<file path="config.mk">
export PLATFORM = sky130hd
export DESIGN_NAME = alu
export DESIGN_NICKNAME = d
export VERILOG_FILES = /design/src/rtl/alu_pkg.sv /design/src/rtl/alu_addsub.sv /design/src/rtl/alu.sv
export SDC_FILE = /design/constraint.sdc
export NUM_CORES = 1
export LEC_CHECK = 0
export ABC_AREA = 1
export BUFFER_PORTS_ARGS = -buffer_cell sky130_fd_sc_hd__buf_2
export CAP_MARGIN = 5
export CELL_PAD_IN_SITES_DETAIL_PLACEMENT = 0
export CELL_PAD_IN_SITES_GLOBAL_PLACEMENT = 1
export CORE_UTILIZATION = 43
export DETAILED_ROUTE_END_ITERATION = 6
export PLACE_DENSITY_LB_ADDON = 0.1
export SYNTH_ARGS = -nofsm -noshare
export SYNTH_HDL_FRONTEND = slang
export SYNTH_SLANG_ARGS = --single-unit
</file>
<file path="constraint.sdc">
create_clock -name clk_i -period 5.85 [get_ports clk_i]
set_input_delay 0.585 -clock clk_i [delete_from_list [all_inputs] [get_ports clk_i]]
set_output_delay 0.585 -clock clk_i [all_outputs]
set_load 0.03 [all_outputs]
</file>
<file path="src/rtl/alu_pkg.sv">
// Shared opcode encodings and flag bundle for the execute-stage ALU.
package alu_pkg;

    localparam logic [2:0] ALU_ADD   = 3'b000;
    localparam logic [2:0] ALU_SUB   = 3'b001;
    localparam logic [2:0] ALU_AND   = 3'b010;
    localparam logic [2:0] ALU_OR    = 3'b011;
    localparam logic [2:0] ALU_XOR   = 3'b100;
    localparam logic [2:0] ALU_SLT   = 3'b101;
    localparam logic [2:0] ALU_SLTU  = 3'b110;
    localparam logic [2:0] ALU_PASSB = 3'b111;

    typedef struct packed {
        logic z;
        logic c;
        logic n;
        logic v;
    } alu_flags_t;

endpackage

</file>
<file path="src/rtl/alu_addsub.sv">
// Combinational WIDTH-bit adder/subtractor; sub_i computes a + ~b + 1.
module alu_addsub #(
    parameter int unsigned WIDTH = 32
) (
    input  logic [WIDTH-1:0] a_i,
    input  logic [WIDTH-1:0] b_i,
    input  logic             sub_i,
    output logic [WIDTH-1:0] sum_o,
    output logic             carry_o,
    output logic             overflow_o
);

    logic [WIDTH-1:0] b_eff;
    logic [WIDTH:0]   full;

    always_comb begin
        b_eff      = sub_i ? ~b_i : b_i;
        full       = {1'b0, a_i} + {1'b0, b_eff} + {{WIDTH{1'b0}}, sub_i};
        sum_o      = full[WIDTH-1:0];
        carry_o    = full[WIDTH];
        // Same-sign operands (after inversion) yielding a different-sign sum.
        overflow_o = (a_i[WIDTH-1] == b_eff[WIDTH-1]) && (sum_o[WIDTH-1] != a_i[WIDTH-1]);
    end

endmodule

</file>
<file path="src/rtl/alu.sv">
// Registered RV32I ALU with Z/C/N/V flags. Define ALU_SLT_EN to implement SLT/SLTU;
// otherwise those opcodes return zero with all flags clear except Z.
module alu
    import alu_pkg::*;
#(
    parameter int unsigned WIDTH = 32
) (
    input  logic             clk_i,
    input  logic             rst_i,
    input  logic [2:0]       ALUControl_i,
    input  logic [WIDTH-1:0] srcA_i,
    input  logic [WIDTH-1:0] srcB_i,
    output logic [WIDTH-1:0] result_o,
    output logic             zero_o,
    output logic             carrayOut_o,
    output logic             negative_o,
    output logic             overflow_o
);

    logic [WIDTH-1:0] sum;
    logic             as_carry;
    logic             as_ovf;
    logic             sub;

    logic [WIDTH-1:0] result_d, result_q;
    alu_flags_t       flags_d, flags_q;

    assign sub = (ALUControl_i != ALU_ADD);

    alu_addsub #(
        .WIDTH(WIDTH)
    ) u_addsub (
        .a_i       (srcA_i),
        .b_i       (srcB_i),
        .sub_i     (sub),
        .sum_o     (sum),
        .carry_o   (as_carry),
        .overflow_o(as_ovf)
    );

    always_comb begin
        result_d  = '0;
        flags_d   = '0;
        unique case (ALUControl_i)
            ALU_ADD, ALU_SUB: begin
                result_d  = sum;
                flags_d.c = as_carry;
                flags_d.v = as_ovf;
            end
            ALU_AND:   result_d = srcA_i & srcB_i;
            ALU_OR:    result_d = srcA_i | srcB_i;
            ALU_XOR:   result_d = srcA_i ^ srcB_i;
`ifdef ALU_SLT_EN
            ALU_SLT: begin
                result_d  = {{(WIDTH-1){1'b0}}, sum[WIDTH-1] ^ as_ovf};
                flags_d.c = as_carry;
                flags_d.v = as_ovf;
            end
            ALU_SLTU: begin
                result_d  = {{(WIDTH-1){1'b0}}, ~as_carry};
                flags_d.c = as_carry;
                flags_d.v = as_ovf;
            end
`else
            ALU_SLT, ALU_SLTU: result_d = '0;
`endif
            ALU_PASSB: result_d = srcB_i;
            default:   result_d = '0;
        endcase
        flags_d.z = (result_d == '0);
        flags_d.n = result_d[WIDTH-1];
    end

    // Reset forces constants, so unknown inputs never reach the registers.
    always_ff @(posedge clk_i) begin
        if (rst_i) begin
            result_q <= '0;
            flags_q  <= '0;
        end else begin
            result_q <= result_d;
            flags_q  <= flags_d;
        end
    end

    assign result_o    = result_q;
    assign zero_o      = flags_q.z;
    assign carrayOut_o = flags_q.c;
    assign negative_o  = flags_q.n;
    assign overflow_o  = flags_q.v;

endmodule

</file>
== Word-level counts from Yosys, hierarchy flattened ==
Index checks and enable logic that the tools add are counted.

* Register bits: 36
* Latch bits: 0
* Memory bits (writable): 0
* ROM bits: 0
* Input bits: 69
* Output and inout bits: 36
* Word-level logic and storage cells: 30
* Memories kept: 0

* $add $sub $neg: 2
* Multiply operators: 0
* Divide/modulo/power cells: 0
* $lt $le $gt $ge: 0
* Equality and inequality tests: 9
* Shift operators: 0
* Multiplexer cells: 2
* Bitwise logic cells: 5
* Reduce and logical (&&, ||, !) cells: 7

{| class="wikitable"
|+ Operator list
! operator !! count
|-
| 32-bit one-hot mux with 6 select lines || 1
|-
| 32-bit by 32-bit adder with 33-bit output || 1
|-
| 33-bit by 1-bit adder with 33-bit output || 1
|-
| 32-bit bitwise AND || 1
|-
| 32-bit zero test || 1
|-
| 32-bit two-way mux || 1
|-
| 32-bit NOT || 1
|-
| 32-bit OR || 1
|-
| 32-bit XOR || 1
|-
| 3-bit equality test (second input constant) || 4
|-
| 3-bit by 2-bit equality test with 1-bit output (second input constant) || 2
|-
| 2-bit OR reduction || 3
|-
| 3-bit by 1-bit equality test with 1-bit output (second input constant) || 1
|-
| 3-bit zero test || 1
|-
| 3-bit nonzero test || 1
|-
| 1-bit equality test || 1
|-
| 1-bit logical AND || 1
|-
| 1-bit inequality test || 1
|-
| 1-bit NOT || 1
|}

== Depth between registers and ports, before layout ==
Gate-level depths: netlist (run 1).

* Depth in word-level cells: 6
* Depth in mapped cells: 24
* Depth with buffers taken out: 22

== Cells and area by module ==
A second synthesis (run 1) with hierarchy kept.

* Cell total of the unflattened synthesis: 955
* Area, all modules: 5771.8 µm²

{| class="wikitable"
|+ By module, submodules not included
! module !! instances !! cells an instance !! area each (µm²) !! sequential area each (µm²)
|-
| alu || 1 || 536 || 3425.8 || 700.7
|-
| alu_addsub || 1 || 419 || 2346.0 || 0.0
|}

== Worst setup path before layout (run 1) ==
OpenSTA, ideal clock, no wires.

* Path type: input -> register
* Start point: input port ALUControl_i[1]
* End point: register flags_q (netlist bit zero_o)
* Library setup time: 0.073 ns
* Data arrival time: 3.026 ns
* Data required time: 5.777 ns
* Path slack: 2.751 ns
* Stages on the path: 20
* Path buffers: 2
* Cells stage by stage: buf_6 nor2_8 nand2_4 clkbuf_1 xor2_1 inv_1 ha_1 nand2_1 inv_1 a21oi_1 nor2_1 nor2_1 nand2_1 a21oi_1 nand2_1 nand3_1 nand2_1 nor2_1 nand2_1 nor3_2

* Cells in the longest elaborated chain, start to end: 6
* Elaborated cells on any way between the ends: 16
* Classes of those cells: 2 x add/sub; 7 x eq/ne; 2 x mux; 5 x reduce/logical

{| class="wikitable"
|+ Ends and longest elaborated chain
! item !! line !! text
|-
| start, declared || alu.sv:10 || <nowiki>input logic [2:0] ALUControl_i,</nowiki>
|-
| 3-bit nonzero test || alu.sv:28 || <nowiki>assign sub = (ALUControl_i != ALU_ADD);</nowiki>
|-
| 32-bit two-way mux || alu_addsub.sv:17 || <nowiki>b_eff = sub_i ? ~b_i : b_i;</nowiki>
|-
| 32-bit by 32-bit adder with 33-bit output || alu_addsub.sv:18 || <nowiki>full = {1'b0, a_i} + {1'b0, b_eff} + {{WIDTH{1'b0}}, sub_i};</nowiki>
|-
| 33-bit by 1-bit adder with 33-bit output || alu_addsub.sv:18 ||
|-
| 32-bit one-hot mux with 6 select lines (*) || alu.sv:44 || <nowiki>unique case (ALUControl_i)</nowiki>
|-
| 32-bit zero test (*) || alu.sv:70 || <nowiki>flags_d.z = (result_d == '0);</nowiki>
|-
| end signal, assigned || alu.sv:81 || <nowiki>flags_q <= flags_d;</nowiki>
|-
| end, declared || alu.sv:26 || <nowiki>alu_flags_t flags_d, flags_q;</nowiki>
|}

Every way passes the cells marked *; elsewhere a longest branch is shown, timed or not.
A chain may end at the register's enable or synchronous reset.

== Worst setup path after layout (run 1) ==
Same ends and word-level chain as after synthesis.

==> flow_summary_export.csv, run 1 <==
group,metric,value,unit
synthesis,synth_area_per_cell,5.92,um^2
cts,clkTransAtPathRegs,0.05,ns
sta,min_period_over_period,69.4,%
cells_and_area,drive_gt1_share,13.2,%
die,dieArea,14600,um^2
sta,setup_viol,0,
sta,drv_slew,0,
sta,setup_ws,1.79,ns
status,outcome,"finished clean",
sta,fmax,0.246,GHz
cts,cts_sinks,35,
synthesis,synth_edf_count,0,
critical_path,cp_max_fo,35,
place,hpwl,16.5,mm
global_routing,antenna_found_initial,0,
pwr,clkPwrFrac,24.9,%
critical_path,cp.arrival,4.26,ns
cts,hold_buffers,0,
sta,fin_tns_setup,0,ns
die,start_util,44.0,%
critical_path,required,6.06,ns
drt,dr.pass1.iters,5,
drt,wl_per_cell,15.3,um
flow_run,drv_cap,0,
synthesis,synthArstFlopShare,0,%
sta,finalCriticalPeriod,4.06,ns
sta,grt_setup_unrepaired,"no",
cells_and_area,layout_common_cells,"298 x nand2_1, 212 x inv_1, 104 x buf_2",
die,die_x,121,um
die,pin_count,105,
die,core_area,13800,um^2
pwr,switching_power,0.544,mW
cells_and_area,layout_commonest_cell,"nand2_1",
pwr,ir_drop,0.0000961,V
die,die_h,121,um
cts,cts_buffers,5,
cts,clk_path_buf_depth,2,
synthesis,ys_seq_area_share,11.5,%
pwr,power_leakage,4.09,nW
drt,num_vias,6543,
global_routing,grt_pass1_vias,5829,
cts,htreeDepth,2,
global_routing,gr-total-overflow,0,
drt,initialDrtViolationCount,570,
synthesis,syn_area,6090,um^2
cells_and_area,areaGrowthSynthToFinish,13.0,%
critical_path,path_class,"in -> reg",
global_routing,grt_pass1_wl,30.9,mm
place,io_buffers,104,
synthesis,syn-instance-count,1028,
sta,hold_violations,0,
cts,cts_resized,0,
synthesis,netlist-cell-type-count,41,
pwr,p_int,0.679,mW
sta,slew_headroom,53.0,%
synthesis,ys.flop_type,"dfxtp_1",
cells_and_area,diodes,0,
global_routing,grt_start_max_net_pins,36,
drt,drc,0,
synthesis,ys_warn_count,0,
worst_hold_path,min_path_type,"in -> reg",
place,gp_congestion,0.952,
global_routing,track_usage,27.3,%
synthesis,synth_nets,1198,
drt,vias_per_cell,5.04,
cts,tritoncts,"done",
synthesis,ys_ff_latch,35,
pwr,p_sw_share,44.5,%
pwr,p_per_area,178,nW/um^2
drt,route.final.wire_length,19.9,mm
sta,worst-slew-pin-transition,0.702,ns
cts,clock-root-buffer,"clkbuf_16",
pwr,p_seq_share,21.5,%
pwr,combPwrFrac,53.6,%
cells_and_area,nets,1287,
place,pre_cts_ws,1.49,ns
critical_path,critPathLaunchType,"input pin",
cts,postCtsSetupRepairBufs,0,
drt,ant_nets,0,
die,rows,43,
critical_path,cp-end-kind,"flip-flop",
-- synthesized netlist by cell type, types with 4 or more instances --
library cell | number | area (um^2)
nand2_1 | 298 | 1120
inv_1 | 212 | 796
ha_1 | 100 | 1250
nor2_1 | 91 | 342
nand3_1 | 58 | 290
a21oi_1 | 56 | 280
dfxtp_1 | 35 | 701
xor2_1 | 33 | 289
nand4_1 | 21 | 131
o2111ai_1 | 14 | 123
o21ai_0 | 12 | 60.1
nand2_2 | 8 | 50.1
clkbuf_1 | 7 | 26.3
nand3_2 | 6 | 60.1
o21bai_1 | 6 | 45.0
and2_1 | 5 | 31.3
buf_2 | 5 | 25.0
inv_2 | 5 | 18.8
nor3_1 | 5 | 25.0
o221ai_1 | 5 | 43.8
a21oi_2 | 4 | 35.0
buf_4 | 4 | 30.0
buf_6 | 4 | 45.0
nor2_2 | 4 | 25.0
-- layer usage --
layer,vias to the layer above,GRT usage (%),routed length [um]
li1,3391,-,-
met1,2920,43.1,10600
met2,213,38.4,7630
met3,19,3.24,1410
met4,0,6.17,283
met5,-,0,0
-- metrics by stage --
step	cells	util [%]	hold slack (ns)	power [mW]	instance area, um^2
final	1298	49.7	0.638	1.22	6880
after global routing	1298	49.7	0.654	1.32	6880
after CTS	1298	49.7	0.634	1.22	6880
after detailed placement	1290	48.5	0.922	0.911	6700
after global placement	1290	48.5	0.918	0.913	6700
after floorplan	1028	-	0.747	0.720	6090
-- state kept, by name, summed over array words and instances, names as in the netlist --
| signal | flops |
|---|---|
| zero_o | 1 |
| carrayOut_o | 1 |
| overflow_o | 1 |
| result_o | 32 |
-- power by group through the flow --
stage          clock [mW]  sequential, mW  combinational, mW
2_1_floorplan           0           0.311              0.409
3_3_place_gp            0           0.268              0.645
3_5_place_dp            0           0.268              0.643
4_1_cts             0.310           0.263              0.647
5_1_grt             0.319           0.265              0.735
6_report            0.305           0.263              0.655
-- layout make-up --
type                            instances  area, um^2
Clock inverter                          2        35.0
Fill cell                            1551        6950
Inverter                              218         818
Sequential cell                        35         701
Clock buffer                            6         139
Tap cell                              180         225
Timing Repair Buffer                  105         528
Multi-Input combinational cell        752        4430
-- kinds of logic after synthesis --
group           Yosys count  synth area share (%)
fa+ha+maj               101                  20.9
compound gates          112                  11.7
xor+xnor                 33                  4.75
simple gates            506                  35.5
buf+inv                 241                  15.7
flops                    35                  11.5
-- final timing paths --
| check | cells after the start | to | start | slack (ns) |
|---|---|---|---|---|
| worst max-delay path | 20 | zero_o | ALUControl_i[1] | 1.79 |
| worst min-delay path | 3 | overflow_o | srcA_i[31] | 0.64 |
-- critical path, cell delays in order --
cell,delay [ns]
buf_2,0.18
nor2_8,0.51
nand2_4,0.50
xor2_1,0.30
fa_1,0.44
inv_1,0.19
nand3_1,0.09
nand2_1,0.21
nand3_1,0.14
nand2_1,0.12
nand2_1,0.08
nand2_1,0.11
nand2_1,0.06
nand3_1,0.16
nand2_1,0.08
nor2_1,0.11
nand2_1,0.07
nor2_1,0.11
nand2_1,0.08
nor3_2,0.13
Power figures use the tool's default switching activity.
==> inputs of run 2 (changes only) <==
--- a/config.mk
+++ b/config.mk
@@ -10,7 +10,7 @@
 export CAP_MARGIN = 5
 export CELL_PAD_IN_SITES_DETAIL_PLACEMENT = 0
 export CELL_PAD_IN_SITES_GLOBAL_PLACEMENT = 1
-export CORE_UTILIZATION = 43
+export CORE_UTILIZATION = 40
 export DETAILED_ROUTE_END_ITERATION = 6
 export PLACE_DENSITY_LB_ADDON = 0.1
 export SYNTH_ARGS = -nofsm -noshare
==> constraint.sdc (replaced) <==
create_clock -name clk_i -period 4.1 [get_ports clk_i]
set_input_delay 0.41 -clock clk_i [delete_from_list [all_inputs] [get_ports clk_i]]
set_output_delay 0.41 -clock clk_i [all_outputs]
set_load 0.03 [all_outputs]
==> run 2 against run 1 <==
  * The flow now finishes with violations (DRC)
  * Cell area unchanged
  * Die area increased by 7.4%
  * Routed wire length increased by 4.8%
  * Core utilization decreased by 3.0 points
  * Hold slack got worse by 0.18 ns
  * Sequential power increased by 43%
  * Global-route usage decreased by 0.081 points
  * Via count decreased by 1.1%
  * Cell count increased by 0.46%
  * Sequential cell count unchanged
  * Critical path type unchanged
  * Setup slack got worse by 1.1 ns
==> flow_summary_export.csv, run 2 (same netlist as run 1, synthesis figures left out) <==
group,metric,value,unit
status,outcome,"finished, violations left",
pwr,power,1.68,mW
pwr,power_leakage,4.08,nW
die,core_area,14700,um^2
cells_and_area,layout_commonest_cell,"nand2_1",
cts,cts_sinks,35,
drt,initialDrtViolationCount,659,
flow_run,drv_cap,0,
critical_path,cp.arrival,3.59,ns
die,die_x,125,um
die,dieArea,15700,um^2
cells_and_area,fill_cells,1632,
status,violations,"DRC",
cells_and_area,final_util,46.8,%
drt,wl_per_cell,16.0,um
cts,cts_resized,0,
die,pin_count,105,
sta,fin_tns_setup,0,ns
cts,htreeDepth,2,
place,gp_congestion,0.928,
sta,hold_ws,0.454,ns
drt,ant_nets,0,
cells_and_area,multi_input_area,4430,um^2
cells_and_area,nets,1290,
drt,route.final.wire_length,20.8,mm
pwr,p_per_area,245,nW/um^2
sta,setup_ws,0.714,ns
pwr,clkPwrFrac,21.5,%
cells_and_area,diodes,0,
global_routing,grt_start_max_net_pins,35,
drt,dr.pass1.iters,7,
place,pre_cts_ws,0.470,ns
cts,tritoncts,"done",
sta,fmax,0.295,GHz
cells_and_area,instances_no_fill,1304,
global_routing,track_usage,27.2,%
global_routing,grt_pass1_wl,33.0,mm
critical_path,cp_max_fo,20,
sta,setup_viol,0,
die,rows,44,
drt,drc,12,
drt,vias_per_cell,4.96,
critical_path,critPathLaunchType,"input pin",
sta,finalCriticalPeriod,3.39,ns
place,hpwl,17.4,mm
cells_and_area,largest_register_ff_count,32,
critical_path,cp-end-kind,"flip-flop",
pwr,p_seq_share,22.3,%
cts,hold_buffers,0,
cts,clock-root-buffer,"clkbuf_16",
sta,hold_violations,0,
global_routing,antenna_found_initial,0,
place,io_buffers,104,
cells_and_area,fin_area,6880,um^2
sta,drv_slew,0,
die,start_util,41.4,%
global_routing,gr-total-overflow,0,
cts,clkTransAtPathRegs,0.05,ns
cts,cts_buffers,5,
drt,num_vias,6474,
cts,clk_path_buf_depth,2,
place,place_area,6730,um^2
cells_and_area,areaGrowthSynthToFinish,13.0,%
worst_hold_path,min_path_type,"in -> reg",
sta,min_period_over_period,82.6,%
sta,worst-slew-pin-transition,0.714,ns
pwr,p_sw_share,46.2,%
cells_and_area,register_area,701,um^2
global_routing,grt_pass1_vias,5968,
cells_and_area,layout_common_cells,"298 x nand2_1, 212 x inv_1, 104 x buf_2",
critical_path,required,4.30,ns
cells_and_area,drive_gt1_share,13.5,%
cts,postCtsSetupRepairBufs,0,
sta,grt_setup_unrepaired,"no",
pwr,ir_drop,0.000210,V
place,dp_cells,1297,
pwr,combPwrFrac,56.1,%
critical_path,path_class,"in -> reg",
pwr,switching_power,0.777,mW
sta,slew_headroom,52.2,%
die,die_h,125,um
worst_hold_path,min_path_cells,3,
pwr,p_int,0.906,mW
[run 2: path summary, 6_finish.rpt]
check	startpoint	end
max	ALUControl_i[1]	zero_o
min	srcA_i[31]	overflow_o
[run 2: area by class of cell]
type | instances | area share [%]
inverters | 218 | 11.9
flip-flops and latches | 35 | 10.2
multi-input cells | 752 | 64.5
clock buffers | 6 | 2.02
repair buffers | 108 | 8.00
well taps | 184 | 3.35
clock inverters | 1 | 0.0728
[run 2: power groups by stage]
| stage | sequential, mW | combinational (mW) | clock (mW) |
|---|---|---|---|
| 2_1_floorplan | 0.444 | 0.584 | 0 |
| 3_3_place_gp | 0.382 | 0.931 | 0 |
| 3_5_place_dp | 0.383 | 0.926 | 0 |
| 4_1_cts | 0.376 | 0.932 | 0.368 |
| 5_1_grt | 0.378 | 1.06 | 0.386 |
| 6_report | 0.376 | 0.944 | 0.362 |
[run 2: worst max-delay path: stages]
cell and delay, ns:
buf_2 0.23, nor2_8 0.07, nand2_4 0.29, buf_4 0.26, xor2_1 0.16, inv_1 0.08, ha_1 0.29, nand2_1 0.08
nor2_1 0.15, inv_1 0.07, nor2_1 0.36, nand3_1 0.23, nand4_1 0.15, nand2_1 0.11, nand2_1 0.10, nand2_1 0.08
nor2_1 0.09, nand2_1 0.06, nor2_1 0.09, nand2_1 0.07, nor3_2 0.15
[run 2: routing by layer]
layer	GRT usage, %	routed length (um)	up-vias
li1	-	-	3397
met1	43.6	11000	2841
met2	38.2	8010	225
met3	3.04	1620	11
met4	5.09	149	0
met5	0	0	-
==> inputs of run 3 (changes only) <==
--- a/config.mk
+++ b/config.mk
@@ -5,12 +5,12 @@
 export SDC_FILE = /design/constraint.sdc
 export NUM_CORES = 1
 export LEC_CHECK = 0
-export ABC_AREA = 1
+export ABC_AREA = 0
 export BUFFER_PORTS_ARGS = -buffer_cell sky130_fd_sc_hd__buf_2
 export CAP_MARGIN = 5
 export CELL_PAD_IN_SITES_DETAIL_PLACEMENT = 0
 export CELL_PAD_IN_SITES_GLOBAL_PLACEMENT = 1
-export CORE_UTILIZATION = 40
+export CORE_UTILIZATION = 41
 export DETAILED_ROUTE_END_ITERATION = 6
 export PLACE_DENSITY_LB_ADDON = 0.1
 export SYNTH_ARGS = -nofsm -noshare
==> constraint.sdc (replaced) <==
create_clock -name clk_i -period 3.5 [get_ports clk_i]
set_input_delay 0.35 -clock clk_i [delete_from_list [all_inputs] [get_ports clk_i]]
set_output_delay 0.35 -clock clk_i [all_outputs]
set_load 0.03 [all_outputs]
==> run 3 against run 2 <==
  * Global-route usage grew 1.7 points
  * Critical path type unchanged
  * Combinational power is 57% higher
  * Cell area is 15% higher
  * Setup slack got worse by 0.85 ns
  * The run ends with setup timing left
  * Power is 40% higher
==> flow_summary_export.csv, run 3 <==
group,metric,value,unit
status,outcome,"finished, violations left",
status,violations,"setup timing",
pwr,p_sw_share,40.4,%
synthesis,synth_top_area_share,23.2,%
sta,slew_headroom,50.3,%
die,die_h,117,um
synthesis,synth.most_common_cell,"ha_1",
synthesis,ys_warn_count,0,
cells_and_area,final_util,62.0,%
critical_path,cp-end-kind,"flip-flop",
cells_and_area,register_area,701,um^2
synthesis,synth_nets,904,
synthesis,synth_commonest_cells,"100 x ha_1, 74 x inv_1, 70 x nor2_1",
critical_path,max_stage_delay,0.46,ns
die,core_area,12700,um^2
sta,grt_setup_unrepaired,"yes",
sta,hold_violations,0,
flow_run,drv_cap,0,
sta,setup_ws,-0.132,ns
die,die_x,117,um
pwr,power_leakage,3.91,nW
pwr,p_per_area,298,nW/um^2
drt,route.final.wire_length,19.7,mm
die,start_util,42.5,%
pwr,combPwrFrac,63.1,%
die,rows,41,
synthesis,synth_area_leaders,"ha_1 23%, dfxtp_1 13%, xnor2_1 6.5%",
cts,tritoncts,"done",
die,pin_count,105,
critical_path,cp_max_fo,12,
cts,htreeDepth,2,
cells_and_area,nets,1159,
cts,cts_buffers,5,
place,io_buffers,104,
critical_path,path_class,"in -> reg",
cells_and_area,fill_cells,1218,
global_routing,track_usage,29.0,%
sta,fin_tns_setup,-0.175,ns
pwr,p_int,1.40,mW
drt,vias_per_cell,5.43,
global_routing,grt_pass1_wl,30.6,mm
sta,fmax,0.275,GHz
cts,clkTransAtPathRegs,0.05,ns
cells_and_area,multi_input_area,4590,um^2
synthesis,ys_ff_latch,35,
drt,initialDrtViolationCount,517,
synthesis,netlist-cell-type-count,73,
pwr,switching_power,0.949,mW
synthesis,synth_edf_count,0,
cells_and_area,areaGrowthSynthToFinish,46.0,%
cts,hold_buffers,0,
sta,drv_slew,0,
synthesis,ys_seq_area_share,13.0,%
synthesis,synth_largest_area_cell,"ha_1",
critical_path,cp_common_cell,"buf_6",
cts,clk_path_buf_depth,2,
synthesis,synth_area_per_cell,7.36,um^2
critical_path,critical_path.cell_chain,"buf_6 > nor3_4 > buf_6 > buf_12 > xnor2_2 > ha_4 > a2111o_1 > a31oi_4 > o31a_1 > o21ai_1 > a311oi_1 > xnor2_1 > a21oi_1 > buf_4 > and4_1 > nand4_1 > nor4_2",
pwr,ir_drop,0.000169,V
worst_hold_path,min_path_cells,4,
synthesis,synthArstFlopShare,0,%
pwr,p_seq_share,18.9,%
critical_path,required,3.68,ns
cells_and_area,diodes,0,
cells_and_area,drive_gt1_share,35.8,%
worst_hold_path,hold_path_end,"overflow_o",
die,dieArea,13600,um^2
critical_path,cpMaxStageDelayCell,"a2111o_1",
drt,dr.pass1.iters,5,
sta,worst-slew-pin-transition,0.745,ns
cells_and_area,largest_register_ff_count,32,
drt,drc,0,
place,place_area,7350,um^2
cts,clock-root-buffer,"clkbuf_16",
global_routing,grt_pass1_vias,5752,
drt,ant_nets,0,
global_routing,gr-total-overflow,0,
worst_hold_path,min_from,"srcA_i[31]",
critical_path,critPathLaunchType,"input pin",
synthesis,ys.flop_type,"dfxtp_1",
cells_and_area,fin_area,7890,um^2
synthesis,syn-instance-count,734,
sta,finalCriticalPeriod,3.63,ns
sta,setup_viol,2,
synthesis,syn_area,5400,um^2
drt,wl_per_cell,17.0,um
pwr,clkPwrFrac,18.1,%
cells_and_area,layout_common_cells,"179 x buf_4, 102 x buf_2, 96 x ha_1",
cells_and_area,layout_commonest_cell,"buf_4",
place,gp_congestion,0.944,
critical_path,cp.arrival,3.81,ns
global_routing,grt_start_max_net_pins,75,
worst_hold_path,min_path_type,"in -> reg",
drt,num_vias,6300,
sta,min_period_over_period,104,%
global_routing,antenna_found_initial,0,
place,hpwl,15.7,mm
cts,cts_sinks,35,
run 3: cell types whose count changed after synthesis, moves of 12 or more:
cell       change
nand2_1      -257
inv_1        -138
xnor2_1       +40
nand3_1       -39
o21ai_0       +36
a22oi_1       +23
xor2_1        -23
clkbuf_1      +21
nor2_1        -21
nand4_1       -13
o2111ai_1     -12
run 3: worst max-delay path, delay by kind of cell:
kind / cells / cell delay [ns]
compound gates: 6 / 1.64
xor+xnor: 2 / 0.24
fa+ha+maj: 1 / 0.25
buf+inv: 4 / 0.55
simple gates: 4 / 0.76
run 3: stage by stage:
step,hold slack (ns),power (mW),setup WS (ns),cells
6_report,0.504,2.35,-0.132,1161
4_1_cts,0.495,2.28,-0.0846,1147
3_3_place_gp,0.757,1.79,-0.425,1129
2_1_floorplan,0.595,1.23,-0.663,734
3_5_place_dp,0.777,1.81,-0.582,1129
5_1_grt,0.559,2.50,-0.308,1161
run 3: worst max-delay path by stage:
stage / from / end / slack (ns) / depth (start not counted)
floorplan: ALUControl_i[2] / zero_o / -0.66 / 20
global placement: ALUControl_i[2] / zero_o / -0.43 / 16
detailed placement: ALUControl_i[2] / zero_o / -0.58 / 16
CTS: ALUControl_i[1] / zero_o / -0.08 / 17
global route: ALUControl_i[2] / zero_o / -0.31 / 19
finish: ALUControl_i[2] / zero_o / -0.13 / 17
run 3: cells by family (layout without fill, tap and decap cells):
logic type / after synthesis / in the layout / synth area share, %
flops: 35 / 35 / 13.0
buf+inv: 115 / 370 / 8.29
fa+ha+maj: 101 / 101 / 23.5
compound gates: 225 / 225 / 27.6
xor+xnor: 50 / 50 / 8.10
mux: 5 / 5 / 0.926
simple gates: 203 / 203 / 18.6
run 3: timing repair:
item	4_1_cts	5_1_grt
buffers inserted	12	15
gates resized for setup	18	24
endpoints found under the setup margin	3	5
pin swaps	18	26
run 3: routing by layer:
metal  part of all wire (%)  vias to the layer above  GRT usage, %
met4                    1.5                        0          6.58
met1                     49                     2960          42.7
met2                     45                      189          46.2
met5                      0                        -             0
met3                    5.1                       19          1.54
li1                       -                     3132             -
run 3: area by class of cell:
class                           count  share of cell area, %
Multi-Input combinational cell    584                   58.2
Clock buffer                        6                   1.76
Clock inverter                      1                 0.0634
Inverter                           75                   3.57
Sequential cell                    35                   8.88
Timing Repair Buffer              288                   24.8
Tap cell                          172                   2.73
run 3: power groups by stage:
stage / sequential (mW) / combinational [mW] / clock (mW)
final: 0.444 / 1.48 / 0.424
after global routing: 0.448 / 1.61 / 0.443
after CTS: 0.444 / 1.41 / 0.427
after detailed placement: 0.452 / 1.36 / 0
after global placement: 0.450 / 1.34 / 0
after floorplan: 0.527 / 0.706 / 0
